--- config.mk ---
export PLATFORM = sky130hd
export DESIGN_NAME = addsub_serial
export DESIGN_NICKNAME = d
export VERILOG_FILES = /design/src/rtl/addsub_serial.sv
export SDC_FILE = /design/constraint.sdc
export NUM_CORES = 1
export LEC_CHECK = 0
export BUFFER_PORTS_ARGS = -buffer_cell sky130_fd_sc_hd__buf_2
export CAP_MARGIN = 20
export CORE_MARGIN = 2
export CORE_UTILIZATION = 50
export CTS_CLUSTER_SIZE = 25
export DETAILED_ROUTE_END_ITERATION = 8
export PLACE_DENSITY = 0.74
export SETUP_SLACK_MARGIN = 0.1
export SYNTH_ARGS = -nofsm -noshare
export SYNTH_HDL_FRONTEND = slang
export SYNTH_SLANG_ARGS = --single-unit
export TNS_END_PERCENT = 1
--- constraint.sdc ---
create_clock -name clk -period 1.63 [get_ports clk]
set_input_delay 0.0815 -clock clk [delete_from_list [all_inputs] [get_ports clk]]
set_output_delay 0.0815 -clock clk [all_outputs]
set_load 0.1 [all_outputs]
--- src/rtl/addsub_serial.sv ---
// rtl/addsub_serial.sv - bit-serial N-bit adder/subtractor with start/done handshake
module addsub_serial #(
  parameter int N = 4
) (
  input  logic         clk,
  input  logic         reset,
  input  logic         Start,
  input  logic [N-1:0] A,
  input  logic [N-1:0] B,
  input  logic         Select,
  output logic         Busy,
  output logic         Done,
  output logic [N-1:0] Sum,
  output logic         Carry,
  output logic         Overflow
);

  localparam int CW = (N > 2) ? $clog2(N) : 1;
  localparam logic [CW-1:0] LAST = CW'(N - 1);

  typedef enum logic [1:0] {IDLE, SHIFT, DONE} state_t;

  state_t        state, next_state;
  logic [N-1:0]  a_sr;
  logic [N-1:0]  b_sr;
  logic [N-1:0]  res_sr;
  logic          carry_r;
  logic [CW-1:0] cnt;

  logic          accept;
  logic          last_step;
  logic          fa_sum;
  logic          fa_cout;

  // Single full-adder slice working on the operand LSBs and the running carry
  always_comb begin
    fa_sum  = a_sr[0] ^ b_sr[0] ^ carry_r;
    fa_cout = (a_sr[0] & b_sr[0]) | (a_sr[0] & carry_r) | (b_sr[0] & carry_r);
  end

  // Next-state logic and handshake outputs
  always_comb begin
    next_state = state;
    accept     = 1'b0;
    last_step  = 1'b0;
    Busy       = 1'b0;
    Done       = 1'b0;
    case (state)
      IDLE: begin
        if (Start) begin
          accept     = 1'b1;
          next_state = SHIFT;
        end
      end
      SHIFT: begin
        Busy = 1'b1;
        if (cnt == LAST) begin
          last_step  = 1'b1;
          next_state = DONE;
        end
      end
      DONE: begin
        Done = 1'b1;
        if (Start) begin
          accept     = 1'b1;
          next_state = SHIFT;
        end else begin
          next_state = IDLE;
        end
      end
      default: next_state = IDLE;
    endcase
  end

  // State register
  always_ff @(posedge clk) begin
    if (reset) begin
      state <= IDLE;
    end else begin
      state <= next_state;
    end
  end

  // Operand/result shift registers and the held result; the carry register
  // at the last step is the carry into the MSB, so it feeds Overflow directly
  always_ff @(posedge clk) begin
    if (reset) begin
      a_sr     <= '0;
      b_sr     <= '0;
      res_sr   <= '0;
      carry_r  <= 1'b0;
      cnt      <= '0;
      Sum      <= '0;
      Carry    <= 1'b0;
      Overflow <= 1'b0;
    end else if (accept) begin
      a_sr    <= A;
      b_sr    <= B ^ {N{Select}};
      res_sr  <= '0;
      carry_r <= Select;
      cnt     <= '0;
    end else if (state == SHIFT) begin
      a_sr    <= {1'b0, a_sr[N-1:1]};
      b_sr    <= {1'b0, b_sr[N-1:1]};
      res_sr  <= {fa_sum, res_sr[N-1:1]};
      carry_r <= fa_cout;
      cnt     <= cnt + 1'b1;
      if (last_step) begin
        Sum      <= {fa_sum, res_sr[N-1:1]};
        Carry    <= fa_cout;
        Overflow <= carry_r ^ fa_cout;
      end
    end
  end

endmodule

Word level (Yosys, flattened, before mapping)
Index checks and enable logic that the tools add are counted.
{"block": "totals", "register_bits": 23, "inputBits": 12, "output_inout_bits": 8}
{"block": "classes", "add_sub_neg": 1, "eq_ne": 5, "muxes": 16, "bitwise_logic": 10, "n_reduce_logical": 6}
{"op": "$mux 4", "n": 4}
{"op": "$mux 1", "n": 9}
{"op": "$pmux 2 s3", "n": 1}
{"op": "$eq 2x2->1 const B", "n": 2}
{"op": "$mux 2", "n": 2}
{"op": "$ne 2x2->1 const B", "n": 2}
{"op": "$reduce_or 2->1", "n": 2}
{"op": "$xor 4x4->4", "n": 1}
{"op": "$and 1x1->1", "n": 3}
{"op": "$reduce_and 3->1", "n": 1}
{"op": "$xor 1x1->1", "n": 3}
{"op": "$add 2x1->2 const B", "n": 1}
{"op": "$eq 2x1->1 const B", "n": 1}
{"op": "$logic_not 2->1", "n": 1}
{"op": "$or 1x1->1", "n": 2}
{"op": "$reduce_and 2->1", "n": 1}
{"op": "$reduce_bool 2->1", "n": 1}
{"op": "$not 1->1", "n": 1}

Depth between registers and ports, before layout
{"block": "logic_depth", "ltp_word": 5, "depth_mapped": 6, "ltp_nobuf": 4}

Least setup slack after synthesis
No wires, ideal clock.
{"block": "synth_timing", "path_type": "register to register", "from": "register Carry (netlist name)", "to": "register Carry", "setup_time_ns": 0.070, "t_arrival_ns": 1.172, "slack_ns": 0.388, "path_stages_with_launch": 3, "n_path_buf": 0, "period_less_slack_ns": 1.242, "cell_sequence": "dfxtp_1 -> nand2_1 -> a21oi_1"}
{"element": "end signal: assignment", "line_no": "110", "source": "Carry <= fa_cout;"}
{"element": "end: declaration", "line_no": "14", "source": "output logic Carry,"}

Final worst setup path
{"block": "layout_timing", "from": "register state[1]", "to": "output port Busy"}
{"block": "layout_via", "elab_chain_len": 2}
{"element": "start: declaration", "line_no": "23", "source": "state_t state, next_state;"}
{"element": "start signal: assignment", "line_no": "80", "source": "state <= next_state;"}
{"element": "$eq 2x1->1", "line_no": "48", "source": "case (state)"}
{"element": "$mux 1", "line_no": "48"}
{"element": "end: declaration", "line_no": "11", "source": "output logic Busy,"}
Every way passes these cells.

==> metrics.csv <==
stage;metric;value;unit
run_status;status;completed;
critical_path;timing.rr.start;a_sr[0];
critical_path;critical_path_required;1.55;ns
grt;grt_pass1_wl;2960;um
clock_network;clk_pin_slew_worst_paths;0.11;ns
drt;drc_errors;0;
clock_network;clock_path_buffers;2;
yosys;synth_top_cell_by_area;dfxtp_1;
die;die_w;48.1;um
die;dieArea;2320;um^2
yosys;synth_seq_cells;22;
grt;overflow;0;
clock_network;ctsHtreeMaxLevel;1;
timing;relSlewSlack;68.0;%
drt;ant_nets;0;
placement;globalplace.congestion;0.793;
drt;avgRoutedWirePerCell;11.9;um
critical_path;rrSetupSlack;0.35;ns
flow_run;drv_cap;0;
drt;drt-total-wl;1770;um
placement;hpwl;1300;um
die;ios;20;
timing;skew;0.00432;ns
yosys;async_reset_ff_share;0;%
timing;fmax;0.719;GHz
finish;nets;139;
worst_hold_path;worstHoldPathType;in2reg;
timing;tightest_slew;0.484;ns
timing;post-route-period-util;85.3;%
yosys;synth_area_leaders;dfxtp_1, nand2_1, a21oi_1;
timing;fin_crit;1.39;ns
yosys;synth_edf_count;0;
die;num_rows;15;
drt;drtPass1Iterations;4;
timing;drv_slew;0;
grt;grt_pass1_vias;709;
critical_path;worstPathMaxFanout;19;
pwr;p_leak;0.436;nW
clock_network;root_buffer;clkbuf_4;
yosys;yosysTopAreaCellShare;45.2;%
drt;vias_per_cell;5.32;
yosys;yosys_warnings;0;
yosys;synthCells;109;
finish;diodes;0;
clock_network;cts_tree;done;
clock_network;numCtsBuffers;3;
die;start_util;54.6;%
critical_path;start_kind;register;
grt;antenna_found_initial;0;
critical_path;ff2ff_path_depth;4;
pwr;totalPowerFinal;1.04;mW
yosys;synth.distinct_cells;25;
timing;grt_setup_unrepaired;false;
grt;grt_max_degree;20;
die;core_area;1780;um^2
yosys;synthMostInstantiatedCell;dfxtp_1;
critical_path;regToRegEndpoint;Overflow;
pwr;vdd_ir_drop_max;0.000587;V
clock_network;cts_sinks;22;
yosys;netlist_area;973;um^2
critical_path;critPathKind;reg2out;
grt;gr-usage-all-layers;18.5;%
timing;setup_viol;0;
yosys;ys.flop_type;dfxtp_1;
worst_hold_path;hold_start;A[3];
pwr;power_density;959;nW/um^2
finish;layout-drive-gt1-share;24.2;%
timing;hold_viol_final;0;
finish;area_delta_synth_final;11.4;%
critical_path;cp-startpoint;state[1];
yosys;synth.avg_cell_area;8.93;um^2
placement;io_buffers;19;
critical_path;endpoint;Busy;
yosys;syn_nets;123;
timing;fin_setup_tns;0;ns
drt;vias;793;
die;die_h;48.1;um
clock_network;insertion_delay;0.30;ns
critical_path;crit_path_end_kind;primary output;
drt;first_iter_violations;18;
yosys;synth_common_cells;dfxtp_1, nand2_1, a21oi_1, nand3_1, nor3_1;
critical_path;worstPathArrival;1.31;ns
yosys;ys_seq_area_share;45.2;%
layout by cell type, fill, tap and decap left out, types with 2 or more instances in the layout:
cell      Yosys  final
buf_2         2     18
o22ai_1       3      3
nand3_1      10     10
nor3_1        6      6
clkbuf_4      0      3
and2b_2       2      2
nand2_1      20     20
a311oi_2      2      2
a22oi_1       2      2
dfxtp_1      22     22
xor2_1        5      5
nor2_1        5      5
a21oi_1      14     14
where the power goes:
| group | internal, mW | leakage (nW) | switching [mW] | total [mW] |
|---|---|---|---|---|
| Clock | 0.136 | 0.0210 | 0.159 | 0.295 |
| Sequential | 0.563 | 0.179 | 0.0183 | 0.581 |
| Combinational | 0.0660 | 0.235 | 0.0978 | 0.164 |
worst min-delay path by stage:
stage / to / slack [ns] / cells past startpoint
6_report: a_sr[3] / 0.01 / 3
5_1_grt: a_sr[3] / 0.03 / 3
4_1_cts: a_sr[3] / 0.005 / 3
3_5_place_dp: a_sr[3] / 0.34 / 3
3_3_place_gp: a_sr[3] / 0.33 / 3
2_1_floorplan: a_sr[3] / 0.22 / 2
critical path: stages (launching register included):
cell	delay [ns]
dfxtp_1	0.33
nand2b_2	0.31
inv_8	0.18
buf_12	0.19
registers in the layout, indices dropped and copies added (netlist names):
register	count
a_sr	4
Sum	4
cnt	2
state	2
b_sr	4
res_sr	3
Carry	1
carry_r	1
Overflow	1
metal layers:
layer	up-vias	routed length (um)	track usage, %
met1	363	800	23.4
met2	24	874	30.1
met4	0	14	9.73
met3	2	79	3.33
li1	404	-	-
met5	-	0	0
cell families after synthesis:
group	count (synthesis)	synth area share (%)
compound gates	22	14.5
xor+xnor	6	5.40
flops	22	45.2
buf+inv	10	9.00
simple gates	47	22.5
fa+ha+maj	2	3.34
area by class of cell:
class | instances | area [um^2]
Clock buffer | 4 | 36.3
Fill cell | 173 | 698
Inverter | 1 | 11.3
Multi-Input combinational cell | 77 | 448
Sequential cell | 22 | 440
Tap cell | 25 | 31.3
Timing Repair Buffer | 20 | 118
metrics by stage:
stage	setup WS, ns	cell area, um^2	utilization, %	cells	hold slack [ns]
3_5_place_dp	0.270	1050	58.7	145	0.341
3_3_place_gp	0.349	1050	58.7	145	0.327
4_1_cts	0.224	1080	60.8	149	0.00505
5_1_grt	0.170	1080	60.8	149	0.0287
2_1_floorplan	0.388	973	-	109	0.218
6_report	0.240	1080	60.8	149	0.0120
repair_timing:
action,4_1_cts,5_1_grt
hold buffers,0,0
setup buffers,0,0
gates resized for setup,1,0
setup endpoints to repair,1,0
(Power assumes the default switching activity.)
